[src/rtl/aidc_lite_apb_pkg.sv]
// rtl/aidc_lite_apb_pkg.sv - shared types and widths for the AIDC-Lite APB requester
package aidc_lite_apb_pkg;

  localparam int APB_AW = 32;
  localparam int APB_DW = 32;

  typedef enum logic [1:0] {IDLE, SETUP, ACCESS, RESP} apb_req_state_t;

  // Completers decode word addresses only, so the byte offset is dropped at capture.
  function automatic logic [APB_AW-1:0] word_align(input logic [APB_AW-1:0] addr);
    return addr & ~APB_AW'(3);
  endfunction

endpackage

[src/rtl/aidc_lite_apb_requester.sv]
// rtl/aidc_lite_apb_requester.sv - APB requester turning one valid/ready command into one APB transfer
module aidc_lite_apb_requester
  import aidc_lite_apb_pkg::*;
#(
  parameter int unsigned TIMEOUT_CYC = 255
) (
  input  logic              clk,
  input  logic              rst_n,
  input  logic              req_valid_i,
  output logic              req_ready_o,
  input  logic              req_write_i,
  input  logic [APB_AW-1:0] req_addr_i,
  input  logic [APB_DW-1:0] req_wdata_i,
  output logic              rsp_valid_o,
  input  logic              rsp_ready_i,
  output logic [APB_DW-1:0] rsp_rdata_o,
  output logic              rsp_err_o,
  output logic              rsp_timeout_o,
  output logic              busy_o,
  output logic              psel,
  output logic              penable,
  output logic [APB_AW-1:0] paddr,
  output logic              pwrite,
  output logic [APB_DW-1:0] pwdata,
  input  logic [APB_DW-1:0] prdata,
  input  logic              pready,
  input  logic              pslverr
);

  localparam bit            TO_EN    = (TIMEOUT_CYC != 0);
  localparam int            CW       = TO_EN ? $clog2(TIMEOUT_CYC + 1) : 1;
  localparam logic [CW-1:0] CNT_LAST = TO_EN ? CW'(TIMEOUT_CYC - 1) : '0;

  apb_req_state_t state, state_n;
  logic [CW-1:0]  wait_cnt;
  logic           accept, done, abort;

  always_ff @(posedge clk or negedge rst_n) begin
    if (!rst_n) begin
      state <= IDLE;
    end else begin
      state <= state_n;
    end
  end

  // ready is a flop so it stays low in reset; gate accept with it for the first cycle after release
  always_comb begin
    state_n = state;
    accept  = 1'b0;
    done    = 1'b0;
    abort   = 1'b0;
    case (state)
      IDLE: begin
        if (req_valid_i && req_ready_o) begin
          accept  = 1'b1;
          state_n = SETUP;
        end
      end
      SETUP: state_n = ACCESS;
      ACCESS: begin
        if (pready) begin
          done    = 1'b1;
          state_n = RESP;
        end else if (TO_EN && wait_cnt == CNT_LAST) begin
          abort   = 1'b1;
          state_n = RESP;
        end
      end
      RESP: begin
        if (rsp_ready_i) begin
          state_n = IDLE;
        end
      end
      default: state_n = IDLE;
    endcase
  end

  // APB strobes are registered from the next state so nothing on req_* reaches the bus combinationally
  always_ff @(posedge clk or negedge rst_n) begin
    if (!rst_n) begin
      psel          <= 1'b0;
      penable       <= 1'b0;
      paddr         <= '0;
      pwrite        <= 1'b0;
      pwdata        <= '0;
      req_ready_o   <= 1'b0;
      wait_cnt      <= '0;
      rsp_rdata_o   <= '0;
      rsp_err_o     <= 1'b0;
      rsp_timeout_o <= 1'b0;
    end else begin
      psel        <= (state_n == SETUP) || (state_n == ACCESS);
      penable     <= (state_n == ACCESS);
      req_ready_o <= (state_n == IDLE);

      if (accept) begin
        paddr    <= word_align(req_addr_i);
        pwrite   <= req_write_i;
        pwdata   <= req_wdata_i;
        wait_cnt <= '0;
      end else if (state == ACCESS && !pready && wait_cnt != {CW{1'b1}}) begin
        wait_cnt <= wait_cnt + CW'(1);
      end

      if (done) begin
        rsp_rdata_o   <= pwrite ? '0 : prdata;
        rsp_err_o     <= pslverr;
        rsp_timeout_o <= 1'b0;
      end else if (abort) begin
        rsp_rdata_o   <= '0;
        rsp_err_o     <= 1'b1;
        rsp_timeout_o <= 1'b1;
      end
    end
  end

  assign rsp_valid_o = (state == RESP);
  assign busy_o      = (state != IDLE);

endmodule

[config.mk]
export PLATFORM = sky130hd
export DESIGN_NAME = aidc_lite_apb_requester
export DESIGN_NICKNAME = d
export VERILOG_FILES = /design/src/rtl/aidc_lite_apb_pkg.sv /design/src/rtl/aidc_lite_apb_requester.sv
export SDC_FILE = /design/constraint.sdc
export NUM_CORES = 1
export LEC_CHECK = 0
export BUFFER_PORTS_ARGS = -buffer_cell sky130_fd_sc_hd__buf_4
export CORE_MARGIN = 3
export CORE_UTILIZATION = 46
export DETAILED_ROUTE_END_ITERATION = 10
export PLACE_DENSITY = 0.83
export REMOVE_ABC_BUFFERS = 1
export SLEW_MARGIN = 10
export SYNTH_ARGS = -nofsm -noshare
export SYNTH_HDL_FRONTEND = slang
export SYNTH_SLANG_ARGS = --single-unit
export TNS_END_PERCENT = 5
[constraint.sdc]
create_clock -name clk -period 2 [get_ports clk]
set_input_delay 0.4 -clock clk [delete_from_list [all_inputs] [get_ports clk]]
set_output_delay 0.4 -clock clk [all_outputs]
set_load 0.05 [all_outputs]
==> impl_metrics.json <==
{
  "place_congestion": 0.767,
  "drive_gt1_frac": 0.380,
  "cp_max_fo": 5,
  "synth.most_common_cell": "nand2_1",
  "yosysWarnings": 0,
  "detail_route.first_pass.iterations": 4,
  "async_reset_ff_frac": 1.00,
  "worstSetupPathType": "register to primary output",
  "clock_latency_ns": 0.37,
  "rsz0062_at_grt": "false",
  "r2r-end": "wait_cnt[3]$_DFFE_PN0P_",
  "synth_area_leaders": "dfrtp_1, nand2_1, a22o_1",
  "cts_tree": "yes",
  "die-area_um2": 10500,
  "yosys.area.top_type_share": 0.646,
  "die_h_um": 102,
  "design_area_um2": 6110,
  "num_io_pins": 207,
  "numPortBuffers": 202,
  "antennaDiodeCount": 0,
  "ant_nets": 0,
  "avgSynthCellArea_um2": 10.4,
  "synth_edf_count": 0,
  "holdPathStages": 3,
  "cts_buffers": 9,
  "grt_pass1_wl_um": 16600,
  "dp_hpwl_um": 7810,
  "fin_total_pwr_mw": 11.1,
  "ys_seq_area_frac": 0.646,
  "end_kind": "primary output",
  "required_ns": 1.60,
  "path_clk_slew_ns": 0.11,
  "setup_viol": 0,
  "crit_path_start_kind": "register",
  "min_path_type": "input pin to register",
  "fill_cells": 691,
  "fin_ws_ns": 0.281,
  "setup_tns_ns": 0,
  "synth_cell_types": 32,
  "clock.fmax_ghz": 0.582,
  "htree_levels": 3,
  "wirelength_um": 10500,
  "r2r-start": "wait_cnt[0]$_DFFE_PN0P_",
  "wl_per_cell_um": 14.6,
  "period_needed_ns": 1.72,
  "fin_crit_sh": 0.859,
  "drt_iter0_drc": 113,
  "grt.overflow.total": 0,
  "grt_max_degree": 45,
  "fin_skew_ns": 0.0167,
  "reg2reg_depth": 5,
  "cts_sinks": 110,
  "grt_pass1_vias": 3475,
  "hold_start": "req_addr_i[14]",
  "maxSlewViolCount": 0,
  "p_leak_nw": 3.40,
  "synthToLayoutAreaGrowth_pct": 43.4,
  "gr-usage-all-layers": 0.202,
  "ys_ff_latch": 110,
  "num_rows": 34,
  "critPathArrivalTime_ns": 1.32,
  "drt-vias-per-instance": 4.97,
  "synthTopCellsByCount": "nand2_1, dfrtp_1, a22o_1",
  "yosys.area.top_type": "dfrtp_1",
  "status": "finished, final reports clean",
  "reg2reg_slack_ns": 0.42,
  "synth_cells": 408,
  "placed_cell_area_um2": 5890,
  "clock_path_buffers": 2,
  "min_to": "paddr[14]$_DFFE_PN0P_",
  "antenna_found_initial": 0,
  "powerDensity_nw_per_um2": 1820,
  "start_util": 0.481,
  "core_region_area_um2": 8850,
  "dp_slack_ns": 0.428,
  "nNetsFinal": 717,
  "hold_violations": 0,
  "drc_errors": 0,
  "die_w_um": 102,
  "drv_cap": 0,
  "cts-root-buf": "clkbuf_8",
  "synth_ff_type": "dfrtp_1",
  "vias": 3594,
  "syn-cell-area_um2": 4260,
  "irDropWorstVdd_mv": 0.870
}
[placed cells by master (no fill, tap or decap), types with 2 or more instances in the layout]
cell type,Yosys,final
a21oi_1,3,3
a22o_1,32,32
buf_12,0,3
buf_4,5,208
clkbuf_8,0,9
conb_1,1,2
dfrtp_1,110,110
ha_1,4,4
inv_1,5,5
inv_6,0,2
nand2_1,192,192
nand3_1,8,7
nor2_1,4,4
o211a_1,2,2
o211ai_1,4,4
o21ai_0,3,3
o31ai_1,2,2
[report_power, final]
part / switching (mW) / total, mW / internal [mW]
combinational: 4.28 / 6.11 / 1.84
clock: 0.771 / 1.37 / 0.597
sequential: 0.526 / 3.65 / 3.13
[routing by layer]
metal / up-vias / part of all wire / GRT usage
met4: 0 / 0.020 / 0.0797
li1: 1736 / - / -
met1: 1690 / 0.41 / 0.256
met3: 18 / 0.095 / 0.0669
met2: 150 / 0.48 / 0.323
met5: - / 0 / 0
[kinds of logic after synthesis]
family / after synthesis / synth area share
fa+ha+maj: 4 / 0.0118
xor+xnor: 2 / 0.00411
compound gates: 49 / 0.0949
mux: 1 / 0.00235
buf+inv: 27 / 0.0355
simple gates: 214 / 0.204
other cells: 1 / 0.000880
flops: 110 / 0.646
[worst max path at each step]
stage | from | endpoint | slack [ns] | depth (start not counted)
final | state[1]$_DFF_PN0_ | busy_o | 0.28 | 3
after floorplan | req_ready_o$_DFF_PN0_ | psel$_DFF_PN0_ | -0.77 | 3
after global placement | state[1]$_DFF_PN0_ | paddr[24]$_DFFE_PN0P_ | 0.49 | 5
after global routing | state[1]$_DFF_PN0_ | busy_o | 0.17 | 3
after CTS | state[1]$_DFF_PN0_ | busy_o | 0.26 | 3
after detailed placement | wait_cnt[0]$_DFFE_PN0P_ | wait_cnt[3]$_DFFE_PN0P_ | 0.43 | 5
[state kept, by name (all words and copies together), names as in the netlist]
signal,cells
rsp_rdata_o,32
penable,1
wait_cnt,8
pwdata,32
state,2
psel,1
req_ready_o,1
paddr,30
rsp_err_o,1
pwrite,1
rsp_timeout_o,1
[final cells by class]
| class | instances | area [um2] | share of cell area |
|---|---|---|---|
| sequential | 110 | 2750 | 0.451 |
| inverter | 5 | 18.8 | 0.00307 |
| tap | 108 | 135 | 0.0221 |
| clock inverter | 7 | 80.1 | 0.0131 |
| clock buffer | 9 | 124 | 0.0203 |
| timing repair buffer | 212 | 1630 | 0.267 |
| multi-input combinational | 272 | 1370 | 0.224 |
[stage by stage]
stage          std cells  hold WS (ns)  utilization
3_3_place_gp         706         0.291        0.666
5_1_grt              723         0.198        0.690
3_5_place_dp         706         0.291        0.666
6_report             723         0.210        0.690
2_1_floorplan        387         0.104            -
4_1_cts              723         0.187        0.690
[critical path: stages, from the launching register on]
cell     delay, ns
dfrtp_1       0.42
nor2_1        0.27
inv_1         0.07
buf_4         0.19
[timing repair]
item	CTS	global route
hold endpoints to repair	15	0
gates resized for setup	0	0
hold buffers	1	0
buffers inserted	0	0
No activity file was read; power rests on OpenSTA's default activity.
